--- src/rtl/shift_reg_sequencer_pkg.sv ---
// Shared types and constants for the shift-register sequencer.
package shift_reg_sequencer_pkg;

    typedef enum logic [1:0] {
        StIdle  = 2'b00,
        StLoad  = 2'b01,
        StShift = 2'b10,
        StGap   = 2'b11
    } seq_state_e;

    // Select codes understood by the universal shift register
    localparam logic [1:0] SEL_HOLD = 2'b00;
    localparam logic [1:0] SEL_SHL  = 2'b01;
    localparam logic [1:0] SEL_SHR  = 2'b10;
    localparam logic [1:0] SEL_LOAD = 2'b11;

    localparam logic MODE_TX   = 1'b0;
    localparam logic MODE_RX   = 1'b1;
    localparam logic DIR_LEFT  = 1'b0;
    localparam logic DIR_RIGHT = 1'b1;

    // Select code for a shift in the given direction
    function automatic logic [1:0] shift_sel(input logic dir);
        return (dir == DIR_LEFT) ? SEL_SHL : SEL_SHR;
    endfunction

endpackage

--- src/rtl/shift_seq_counter.sv ---
// Clear/increment shift counter with a terminal-count flag at N-1.
module shift_seq_counter #(
    parameter int unsigned N     = 4,
    parameter int unsigned CNT_W = 3
) (
    input  logic clk_i,
    input  logic rst_i,
    input  logic clear_i,
    input  logic inc_i,
    output logic tc_o
);

    logic [CNT_W-1:0] count_d, count_q;

    // Clear wins over increment so a new frame always starts from zero
    always_comb begin
        count_d = count_q;
        if (clear_i) begin
            count_d = '0;
        end else if (inc_i) begin
            count_d = count_q + CNT_W'(1);
        end
    end

    // Counter state, asynchronously cleared
    always_ff @(posedge clk_i or posedge rst_i) begin
        if (rst_i) begin
            count_q <= '0;
        end else begin
            count_q <= count_d;
        end
    end

    assign tc_o = (count_q == CNT_W'(N - 1));

endmodule

--- src/rtl/shift_reg_sequencer.sv ---
// Word-level sequencer for an N-bit universal shift register.
// Transmit frames load the word then shift N times; receive frames shift N
// times while capturing serial_in into rx_data.
// Optional abort support is compiled in with SHIFT_REG_SEQ_ABORT_EN.
module shift_reg_sequencer #(
    parameter int unsigned N     = 4,
    parameter int unsigned CNT_W = 3,
    parameter int unsigned GAP   = 1
) (
    input  logic         clock,
    input  logic         reset,
    input  logic         req_valid,
    output logic         req_ready,
    input  logic         req_mode,
    input  logic         req_dir,
    input  logic [N-1:0] req_data,
    input  logic         serial_in,
    output logic [1:0]   select,
    output logic [N-1:0] par_data,
    output logic         sl_in,
    output logic         sr_in,
    output logic         busy,
    output logic         done,
    output logic [N-1:0] rx_data,
    output logic         rx_valid
`ifdef SHIFT_REG_SEQ_ABORT_EN
    ,
    input  logic         abort,
    output logic         aborted
`endif
);

    import shift_reg_sequencer_pkg::*;

    localparam int unsigned GAP_W = (GAP > 1) ? $clog2(GAP) : 1;

    seq_state_e   state_d, state_q;
    logic         mode_d, mode_q;
    logic         dir_d, dir_q;
    logic [1:0]   select_d, select_q;
    logic [N-1:0] par_data_d, par_data_q;
    logic         done_d, done_q;
    logic         rx_valid_d, rx_valid_q;
    logic [N-1:0] rx_data_d, rx_data_q;
    logic [N-1:0] shadow_d, shadow_q;
    logic [GAP_W-1:0] gap_cnt_d, gap_cnt_q;
    logic         cnt_clear, cnt_inc, cnt_tc;
    logic         gap_last;
    logic         abort_w;

`ifdef SHIFT_REG_SEQ_ABORT_EN
    logic aborted_d, aborted_q;
    assign abort_w = abort;
    assign aborted = aborted_q;
`else
    assign abort_w = 1'b0;
`endif

    shift_seq_counter #(
        .N     (N),
        .CNT_W (CNT_W)
    ) u_counter (
        .clk_i   (clock),
        .rst_i   (reset),
        .clear_i (cnt_clear),
        .inc_i   (cnt_inc),
        .tc_o    (cnt_tc)
    );

    assign gap_last = (32'(gap_cnt_q) == GAP - 1);

    // Next-state and next-output decode; outputs are registered from these
    always_comb begin
        state_d    = state_q;
        mode_d     = mode_q;
        dir_d      = dir_q;
        select_d   = SEL_HOLD;
        par_data_d = par_data_q;
        done_d     = 1'b0;
        rx_valid_d = 1'b0;
        rx_data_d  = rx_data_q;
        shadow_d   = shadow_q;
        gap_cnt_d  = gap_cnt_q;
        cnt_clear  = 1'b0;
        cnt_inc    = 1'b0;
`ifdef SHIFT_REG_SEQ_ABORT_EN
        aborted_d  = 1'b0;
`endif

        unique case (state_q)
            StIdle: begin
                // A same-cycle abort suppresses the accept
                if (req_valid && !abort_w) begin
                    mode_d    = req_mode;
                    dir_d     = req_dir;
                    cnt_clear = 1'b1;
                    if (req_mode == MODE_TX) begin
                        par_data_d = req_data;
                        state_d    = StLoad;
                    end else begin
                        state_d = StShift;
                    end
                end
            end
            StLoad: begin
                state_d = StShift;
            end
            StShift: begin
                cnt_inc  = 1'b1;
                shadow_d = (dir_q == DIR_LEFT) ? {shadow_q[N-2:0], serial_in}
                                               : {serial_in, shadow_q[N-1:1]};
                if (cnt_tc) begin
                    done_d = 1'b1;
                    if (mode_q == MODE_RX) begin
                        rx_valid_d = 1'b1;
                        rx_data_d  = shadow_d;
                    end
                    if (GAP > 0) begin
                        state_d   = StGap;
                        gap_cnt_d = '0;
                    end else begin
                        state_d = StIdle;
                    end
                end
            end
            StGap: begin
                if (gap_last) begin
                    state_d = StIdle;
                end else begin
                    gap_cnt_d = gap_cnt_q + GAP_W'(1);
                end
            end
            default: begin
                state_d = StIdle;
            end
        endcase

        // Abort drops the frame without reporting completion
        if (abort_w && (state_q != StIdle)) begin
            state_d    = StIdle;
            done_d     = 1'b0;
            rx_valid_d = 1'b0;
            rx_data_d  = rx_data_q;
`ifdef SHIFT_REG_SEQ_ABORT_EN
            aborted_d  = 1'b1;
`endif
        end

        // Select is registered, so it is derived from the state being entered
        if (state_d == StLoad) begin
            select_d = SEL_LOAD;
        end else if (state_d == StShift) begin
            select_d = shift_sel(dir_d);
        end
    end

    // FSM and registered outputs
    always_ff @(posedge clock or posedge reset) begin
        if (reset) begin
            state_q    <= StIdle;
            mode_q     <= MODE_TX;
            dir_q      <= DIR_LEFT;
            select_q   <= SEL_HOLD;
            par_data_q <= '0;
            done_q     <= 1'b0;
            rx_valid_q <= 1'b0;
            rx_data_q  <= '0;
            shadow_q   <= '0;
            gap_cnt_q  <= '0;
`ifdef SHIFT_REG_SEQ_ABORT_EN
            aborted_q  <= 1'b0;
`endif
        end else begin
            state_q    <= state_d;
            mode_q     <= mode_d;
            dir_q      <= dir_d;
            select_q   <= select_d;
            par_data_q <= par_data_d;
            done_q     <= done_d;
            rx_valid_q <= rx_valid_d;
            rx_data_q  <= rx_data_d;
            shadow_q   <= shadow_d;
            gap_cnt_q  <= gap_cnt_d;
`ifdef SHIFT_REG_SEQ_ABORT_EN
            aborted_q  <= aborted_d;
`endif
        end
    end

    assign req_ready = (state_q == StIdle);
    assign busy      = (state_q != StIdle);
    assign select    = select_q;
    assign par_data  = par_data_q;
    assign done      = done_q;
    assign rx_valid  = rx_valid_q;
    assign rx_data   = rx_data_q;

    // Receive fill bits pass serial_in straight through to the shifting end
    assign sl_in = (state_q == StShift && mode_q == MODE_RX && dir_q == DIR_LEFT)
                   ? serial_in : 1'b0;
    assign sr_in = (state_q == StShift && mode_q == MODE_RX && dir_q == DIR_RIGHT)
                   ? serial_in : 1'b0;

endmodule

--- config.mk ---
export PLATFORM = sky130hd
export DESIGN_NAME = shift_reg_sequencer
export DESIGN_NICKNAME = d
export VERILOG_FILES = /design/src/rtl/shift_reg_sequencer_pkg.sv /design/src/rtl/shift_seq_counter.sv /design/src/rtl/shift_reg_sequencer.sv
export SDC_FILE = /design/constraint.sdc
export NUM_CORES = 1
export LEC_CHECK = 0
export BUFFER_PORTS_ARGS = -buffer_cell sky130_fd_sc_hd__buf_4
export CORE_ASPECT_RATIO = 1.4
export CORE_MARGIN = 5
export CORE_UTILIZATION = 55
export CTS_CLUSTER_SIZE = 10
export DETAILED_ROUTE_END_ITERATION = 8
export PLACE_DENSITY = 0.82
export SKIP_LAST_GASP = 1
export SYNTH_ARGS = -nofsm -noshare
export SYNTH_HDL_FRONTEND = slang
export SYNTH_SLANG_ARGS = --single-unit
--- constraint.sdc ---
create_clock -name clock -period 2.4 [get_ports clock]
set_clock_uncertainty 0.1 [all_clocks]
set_input_delay 0.12 -clock clock [delete_from_list [all_inputs] [get_ports clock]]
set_output_delay 0.12 -clock clock [all_outputs]
set_load 0.01 [all_outputs]
# Word level (Yosys, flattened, before mapping)
# Index checks and enable logic that the tools add are counted.
dict set report classes {
  n_addsub 2
  multipliers 0
  n_div 0
  n_lt_le_gt_ge 0
  eq_ne 7
  n_shift 0
  mux 26
  n_bitwise 2
  n_reduce_logical 11
}
# op count
set ops {}
lappend ops {{1-bit two-way mux} 14}
lappend ops {{2-bit two-way mux} 7}
lappend ops {{2-bit case mux with 4 select lines} 1}
lappend ops {{2-bit == test (second input constant)} 3}
lappend ops {{3-bit two-way mux} 2}
lappend ops {{3-bit AND reduction} 2}
lappend ops {{2-bit nonzero test} 3}
lappend ops {{2-bit by 1-bit == test with 1-bit output (second input constant)} 2}
lappend ops {{4-bit two-way mux} 1}
lappend ops {{2-bit AND reduction} 2}
lappend ops {{3-bit by 1-bit adder with 3-bit output (second input constant)} 1}
lappend ops {{3-bit by 2-bit == test with 1-bit output (second input constant)} 1}
lappend ops {{1-bit logical AND} 3}
lappend ops {{2-bit zero test} 1}
lappend ops {{2-bit inequality test (second input constant)} 1}
lappend ops {{1-bit NOT} 2}
lappend ops {{1-bit case mux with 2 select lines} 1}
lappend ops {{1-bit adder (second input constant)} 1}
dict set report word_totals {
  reg_bits 24
  latch_bits 0
  ram_bits 0
  mem_bits_ro 0
  in_bits 10
  out_inout_bits 16
  elab_cells 59
  memories 0
}

# Longest topological paths before layout
# Gate-level depths: netlist of run 1.
dict set report depth {
  ltp_word 6
  ltp_mapped 6
  depth_no_buf 6
}

# Hierarchy
# Synthesis of run 1 repeated with hierarchy kept, for this count alone.
dict set report unflattened {
  hier_cells 91
  area_unflattened_um2 1043.5
}
# module instances cells_per_inst area_each_um2 seq_area_each_um2
set modules_own_cells {}
lappend modules_own_cells {shift_reg_sequencer 1 78 898.4 500.5}
lappend modules_own_cells {shift_seq_counter 1 13 145.1 75.1}

# Least setup slack after synthesis of run 1
# No wires, ideal clock.
dict set report synth_timing {
  path_type {reg-to-reg}
  startpoint {register state_q[0]}
  endpoint {register par_data_q[0], in the netlist par_data[0]}
  setup_ps 125
  arrival_time_ps 1468
  t_required_ps 2175
  path_slack_ps 707
  stages_incl_launch_ff 7
  n_path_buf 1
  period_less_slack_ps 1693
  path_cell_list {dfrtp_1 inv_1 ha_1 nand2_2 or2_1 buf_6 mux2_4}
}
dict set report synth_between {
  elab_chain_len 2
}
# item line
set synth_rtl {}
lappend synth_rtl {{start: declaration} shift_reg_sequencer.sv:37} ;# seq_state_e state_d, state_q;
lappend synth_rtl {{start signal: assignment} shift_reg_sequencer.sv:160} ;# state_q <= StIdle;
lappend synth_rtl {{start signal: assignment} shift_reg_sequencer.sv:174} ;# state_q <= state_d;
lappend synth_rtl {{2-bit zero test} --}
lappend synth_rtl {{named net req_ready} shift_reg_sequencer.sv:13} ;# output logic req_ready,
lappend synth_rtl {{3-bit AND reduction (no source line)} --}
lappend synth_rtl {{end signal: assignment} shift_reg_sequencer.sv:178} ;# par_data_q <= par_data_d;
lappend synth_rtl {{end: declaration} shift_reg_sequencer.sv:41} ;# logic [N-1:0] par_data_d, par_data_q;
# The timed path passes the listed nets, and every way through them passes these cells.
# A chain may end at the register's enable or synchronous reset.

# Worst setup path after layout of run 1
dict set report layout_timing {
  startpoint {register state_q[0]}
  endpoint {output sr_in}
}
dict set report layout_between {
  elab_chain_len 4
}
# item line
set layout_rtl {}
lappend layout_rtl {{2-bit == test} shift_reg_sequencer.sv:201} ;# assign sr_in = (state_q == StShift && mode_q == MODE_RX && dir_q == DIR_RIGHT)
lappend layout_rtl {{1-bit logical AND (2 in a row)} shift_reg_sequencer.sv:201}
lappend layout_rtl {{1-bit two-way mux} shift_reg_sequencer.sv:202} ;# ? serial_in : 1'b0;
lappend layout_rtl {{end: declaration} shift_reg_sequencer.sv:21} ;# output logic sr_in,
# No other way between the ends.

==> metrics.txt, run 1 <==
outcome complete, no violations; worst hold path class input pin to register; maxcap violations 0; Synthesized Nets roughly 110; clk_lat worst skew just over 300 ps; total wire length roughly 1900 um; via count about 740; DR iter-0 viols 15; clk sink count 23; Syn Inst Count 91; antenna-violating nets left 0; CTS tree done; area grow syn2layout 27.61%; root buffer cell clkbuf_4; crit path DAT between 1500 and 2000 ps; post-synth top area cell dfrtp_1; maximum number of pins on one net before global-route repair 24; Clock Path Buffers 2; vias in the first global route 777; Core Region 0.001802 mm^2; Finish-stage setup viols 0; Ys Warns 0; top-count cell post-synth dfrtp_1; vias per cell between 5 and 6; Yosys top cell area share 54.50%; total power 1689 uW; worst hold slack between 40 and 50 ps; Die H between 60 and 70 um; Setup Crit Path Kind register to primary output; top cell family by delay on the critical path buffers and inverters; EDFF count, synth 0; clock power share between 10% and 20%; CP Max Fanout 9; Worst-path clk slew 120 ps; Period minus WS final roughly 2000 ps; cts hold-fix bufs 8; P per Cell Area approximately 1300 mW/mm^2; flops & latches, synth 23; H-tree depth 1; VDD IR max just under 0.9 mV; layout cells sized above 1 about 32%; Post-DP HPWL 1497 um; gr ovfl total 0; Initial Utilization between 50% and 60%; Async S/R FF share, synth 100.0%; Worst setup SP type register; final hold violation count 0; dpl ws about 640 ps; Least-Margin Pin Slew around 830 ps; Final Wtd Congestion a little over 0.7; Post-Syn Area per Cell roughly 12 um^2; post-route setup TNS 0 ps; I/O pins 26; Final Slew Violations 0; combinational power share roughly 49%; Critical Path Sink Type primary output; total track usage around 16%; Sw Ratio 37.25%; die area 0.002909 mm^2; sequential fraction of the synthesis area 54.50%; Seq pwr share between 40% and 50%; fmax roughly 510 MHz; PostCTS Resize Cnt 0; Switching Power between 600 and 700 uW; Max-slew headroom 44.66%; ANT cells 0; row count 18; Final nets 140; Die Span X approximately 47 um; Crit path top cell by count buf_4; leakage ~0.0007 uW; RSZ-0062 raised after global routing false; top_reg_cell synth dfrtp_1; synthesized cell area ~0.0011 mm^2; cells along the critical path inv_1 > ha_1 > buf_4 > nand3_1 > nor2_1 > buf_4; final worst slack around 440 ps; internal power approximately 1100 uW; first-pass GRT wire length around 3300 um; routed length per instance 13.47 um; postcts setup bufs 0; Crit-path slowest cell dfrtp_1; Bufs and invs on worst path 3; # DRC 0; top post-synthesis cells by area dfrtp_1 55%, mux2_4 7.1%, ha_1 5.9%; Num CTS Buffers 3; initial antenna violation count 0; Port Buffer Count 25; max incr delay on CP between 400 and 500 ps; fin crit share between 80% and 90%; Filler cells about 130; Worst EP required between 2000 and 2500 ps; synth cell count leaders 23 x dfrtp_1, 8 x inv_1, 8 x nor2_1, 7 x a21oi_1; Final Util roughly 75%; Unique masters post-synth 21; total iterations of the first detailed-routing run 4
-- cell usage in the layout, fill, tap and decap left out --
cell,n
ha_1,5
dlygate4sd3_1,8
mux2i_1,6
o221ai_2,1
dfrtp_1,23
o21ai_2,1
and2_1,1
a21oi_1,7
or2_1,2
nand3_1,4
xnor2_1,1
mux2_4,5
clkinv_2,1
mux2_2,2
o21ai_0,4
a221oi_1,1
inv_1,8
nor2_1,8
nand2_1,6
clkbuf_4,3
buf_4,26
nand2_2,1
-- layer usage --
metal / vias to the layer above / GRT usage (%) / part of all wire, %
met2: 18 / 28.16 / 53
met3: 4 / 2.017 / 4.9
met5: - / 0 / 0
met1: 347 / 17.20 / 39
met4: 0 / 10.67 / 2.7
li1: 369 / - / -
-- through the flow --
| stage | cell area, um^2 | std cells |
|---|---|---|
| detailed placement | 1240 | 132 |
| CTS | 1348 | 144 |
| global placement | 1240 | 132 |
| floorplan | 1056 | 91 |
| global route | 1348 | 144 |
| finish | 1348 | 144 |
-- cells by family after synthesis --
family          share of synthesized area [%]
flops                                   54.50
compound gates                          8.293
fa+ha+maj                               5.924
mux                                     14.93
simple gates                            9.242
xor+xnor                               0.8295
buf+inv                                 6.279
-- power by group through the flow --
stage | registers (uW) | clock network [uW] | logic (uW)
2_1_floorplan | 694 | 0 | 540
3_3_place_gp | 680 | 0 | 797
3_5_place_dp | 694 | 0 | 833
4_1_cts | 685 | 179 | 848
5_1_grt | 710 | 194 | 934
6_report | 683 | 173 | 833
-- path summary, 6_finish.rpt --
| check | cells after the start | slack (ps) | end | startpoint |
|---|---|---|---|---|
| min reg2reg | 2 | 390 | rx_data[2] | rx_data[2] |
| max in group asynchronous | 3 | 1270 | par_data[1] | reset |
| min in group asynchronous | 3 | 420 | mode_q | reset |
| max | 6 | 440 | sr_in | state_q[0] |
| max reg2reg | 6 | 610 | select[1] | state_q[0] |
| min | 3 | 40 | rx_data[0] | serial_in |
-- state kept, by name (all words and copies together), names as in the netlist --
| register | cells |
|---|---|
| u_counter.count_q | 3 |
| shadow_q | 4 |
| state_q | 2 |
| rx_data | 4 |
| select | 2 |
| mode_q | 1 |
| done | 1 |
| par_data | 4 |
| dir_q | 1 |
| rx_valid | 1 |
-- tightest hold or removal path: stages --
cell and delay, ps:
buf_4 90, mux2i_1 80, o21ai_0 130
-- final cells by class --
class	count	area, um^2	share of cell area (%)
clock buffers	3	22.52	1.671
well taps	20	25.02	1.857
multi-input cells	55	414.1	30.73
clock inverters	1	5.005	0.3714
flip-flops and latches	23	575.6	42.71
inverters	8	30.03	2.228
repair buffers	34	275.3	20.43
Power figures use the tool's default switching activity.
==> run 2, diff against run 1 <==
--- a/config.mk
+++ b/config.mk
@@ -5,13 +5,14 @@
 export SDC_FILE = /design/constraint.sdc
 export NUM_CORES = 1
 export LEC_CHECK = 0
+export ABC_AREA = 1
 export BUFFER_PORTS_ARGS = -buffer_cell sky130_fd_sc_hd__buf_4
 export CORE_ASPECT_RATIO = 1.4
 export CORE_MARGIN = 5
-export CORE_UTILIZATION = 55
+export CORE_UTILIZATION = 46
 export CTS_CLUSTER_SIZE = 10
 export DETAILED_ROUTE_END_ITERATION = 8
-export PLACE_DENSITY = 0.82
+export PLACE_DENSITY = 0.73
 export SKIP_LAST_GASP = 1
 export SYNTH_ARGS = -nofsm -noshare
 export SYNTH_HDL_FRONTEND = slang
==> constraint.sdc (replaced) <==
create_clock -name clock -period 1.75 [get_ports clock]
set_clock_uncertainty 0.1 [all_clocks]
set_input_delay 0.0875 -clock clock [delete_from_list [all_inputs] [get_ports clock]]
set_output_delay 0.0875 -clock clock [all_outputs]
set_load 0.01 [all_outputs]
==> run 2 against run 1 <==
Count of clock-buffer cells in the layout is the same. Setup slack worse by 350 ps. Die area rose by 14%.
==> metrics.txt, run 2 <==
outcome complete, no violations; Async S/R FF share, synth 100.0% (unchanged); Unique masters post-synth 11 (-48%); leakage 0.0007606 uW (+8.3%); CP Max Fanout 7 (-2); Sw Ratio 41.17% (+3.9 points); first-pass GRT wire length 3870 um (+19%); Least-Margin Pin Slew 294.2 ps (-535.0 ps); Post-Syn Area per Cell 8.433 um^2 (-27%); postcts setup bufs 0 (unchanged); internal power 1314 uW (+24%); total wire length 2223 um (+15%); root buffer cell clkbuf_4; layout cells sized above 1 21.25% (-11 points); # DRC 0 (unchanged); commonest non-fill, non-tap cells in the layout 44 x nand2_1, 27 x buf_4, 23 x dfrtp_1; I/O pins 26 (unchanged); RSZ-0062 raised after global routing false; Yosys top cell area share 55.49% (+0.99 points); total iterations of the first detailed-routing run 4 (unchanged); Worst-path clk slew 130 ps (about the same); Max-slew headroom 80.39% (+36 points); clk_lat worst skew 320 ps (about the same); Post-DP HPWL 1619 um (+8.1%); combinational power share 49.1% (-0.2 points); crit path DAT 1470 ps (-270 ps); Worst EP required 1560 ps (-620 ps); routed length per instance 12.21 um (-9.3%); max incr delay on CP 420 ps (about the same); Filler cells 196 (+56%); Synthesized Nets 138 (+30%); P per Cell Area 1640 mW/mm^2 (+31%); fin area 0.001363 mm^2 (+1.1%); Die Span X 50.13 um (+6.6%); total power 2234 uW (+32%); top_reg_cell synth dfrtp_1; area grow syn2layout 31.36%; H-tree depth 1 (unchanged); Critical Path Sink Type primary output; Die H 66.19 um (+7.0%); vias in the first global route 972 (+25%); Final nets 176 (+26%); fmax about 600 MHz; initial antenna violation count 0 (unchanged); Switching Power 919.8 uW (+46%); clk sink count 23 (unchanged); Clock Path Buffers 2 (unchanged); worst hold path class input pin to register; EDFF count, synth 0 (unchanged); Seq pwr share 39.7% (-0.8 points); die area 0.003318 mm^2 (+14%); top-count cell post-synth nand2_1; row count 20 (+2); Port Buffer Count 25 (unchanged); Ys Warns 0 (unchanged); via count 934 (+27%); synth cell count leaders 45 x nand2_1, 23 x dfrtp_1, 20 x inv_1, 13 x o21ai_0, 8 x nor2_1; Core Region 0.002177 mm^2 (+21%); clock power share 11.2% (+1.0 points); Worst setup SP type register; final hold violation count 0 (unchanged); Setup Crit Path Kind register to primary output; Num CTS Buffers 3 (unchanged); leading cell type in the layout, fill and taps excluded nand2_1; Finish-stage setup viols 0 (unchanged); total track usage 15.37% (-0.57 points); flops & latches, synth 23 (unchanged); cells along the critical path inv_1 > ha_2 > nand2_2 > nor2_1 > buf_4; synthesized cell area 0.001037 mm^2 (-1.8%); cell area after placement 0.001260 mm^2 (+1.6%); sequential fraction of the synthesis area 55.49% (+0.99 points); Initial Utilization 47.64% (-11 points); Syn Inst Count 123 (+35%); VDD IR max 0.8930 mV (+0.64%); maxcap violations 0 (unchanged); Crit-path slowest cell dfrtp_1; gr ovfl total 0 (unchanged); antenna-violating nets left 0 (unchanged); DR iter-0 viols 28 (+13); post-synth top area cell dfrtp_1; Final Slew Violations 0 (unchanged); maximum number of pins on one net before global-route repair 24 (unchanged); Period minus WS final 1657 ps; post-route setup TNS 0 ps (unchanged); CTS tree done; Final Wtd Congestion 0.8582 (+19%); fin crit share between 90% and 100%; top post-synthesis cells by area dfrtp_1 55%, nand2_1 16%, inv_1 7.2%; vias per cell 5.132 (+0.13%); ANT cells 0 (unchanged)
==> run 2: metal layers <==
layer  routed length (um)  track usage [%]  share of wire, %  vias to the layer above
met1                  897            16.23                40                      447
met3                  145            2.483               6.5                        5
met5                    0                0                 0                        -
li1                     -                -                 -                      451
met4                   51            8.852               2.3                        0
met2                 1130            27.83                51                       31
==> run 2: cell type report <==
| cell class | instances | area, um^2 | share of cell area (%) |
|---|---|---|---|
| clock buffers | 3 | 22.52 | 1.653 |
| clock inverters | 1 | 5.005 | 0.3673 |
| inverters | 20 | 75.07 | 5.510 |
| multi-input cells | 79 | 384.1 | 28.19 |
| flip-flops and latches | 23 | 575.6 | 42.24 |
| well taps | 22 | 27.53 | 2.020 |
| repair buffers | 34 | 272.8 | 20.02 |
==> run 2: metrics by stage <==
| step | util [%] | hold slack [ps] | cells | worst slack (ps) |
|---|---|---|---|---|
| global route | 62.59 | 90.21 | 182 | 14.39 |
| finish | 62.59 | 58.87 | 182 | 92.54 |
| CTS | 62.47 | 47.38 | 182 | 38.47 |
| global placement | 57.87 | 51.32 | 171 | 307.7 |
| detailed placement | 57.87 | 58.96 | 171 | 219.6 |
| floorplan | - | -10.58 | 123 | 364.0 |
==> run 2: repair_timing <==
action / 4_1_cts / 5_1_grt
gates resized for setup: 1 / 1
setup endpoints to repair: 2 / 2
hold buffers: 7 / 0
endpoints found under the hold margin: 29 / 0
==> run 2: worst paths after layout <==
path                                  start                   end  slack (ps)  cells past startpoint
min in group asynchronous             reset  u_counter.count_q[1]         250                      4
worst max-delay path             state_q[0]                 sl_in          90                      5
worst min-delay path              serial_in           shadow_q[0]          60                      5
max in group asynchronous             reset            rx_data[0]        1060                      4
worst max register to register   state_q[0]           par_data[1]         180                      8
worst min register to register  shadow_q[3]           shadow_q[3]         400                      2
==> run 2: critical path, delay by kind of cell, from the launching register on <==
kind                     cells  cell delay, ps
AND/OR/NAND/NOR              2             250
buffers and inverters        2             240
flip-flops                   1             420
adder cells (fa/ha/maj)      1             240
==> run 2: power groups by stage <==
stage          Combinational (uW)  Sequential [uW]  Clock [uW]
2_1_floorplan                 642              924           0
3_3_place_gp                 1040              889           0
3_5_place_dp                 1080              895           0
4_1_cts                      1100              886         258
5_1_grt                      1250              917         282
6_report                     1100              887         250
==> run 2: cell families (layout without fill, tap and decap cells) <==
group	after synthesis	count (layout)	share of synthesized area [%]
xor gates and xnor gates	1	1	0.8445
AOI/OAI and AO/OA	14	14	6.996
and+or+nand+nor	59	59	22.68
buffers and inverters	21	58	7.961
adders and majority gates	5	5	6.031
DFF	23	23	55.49
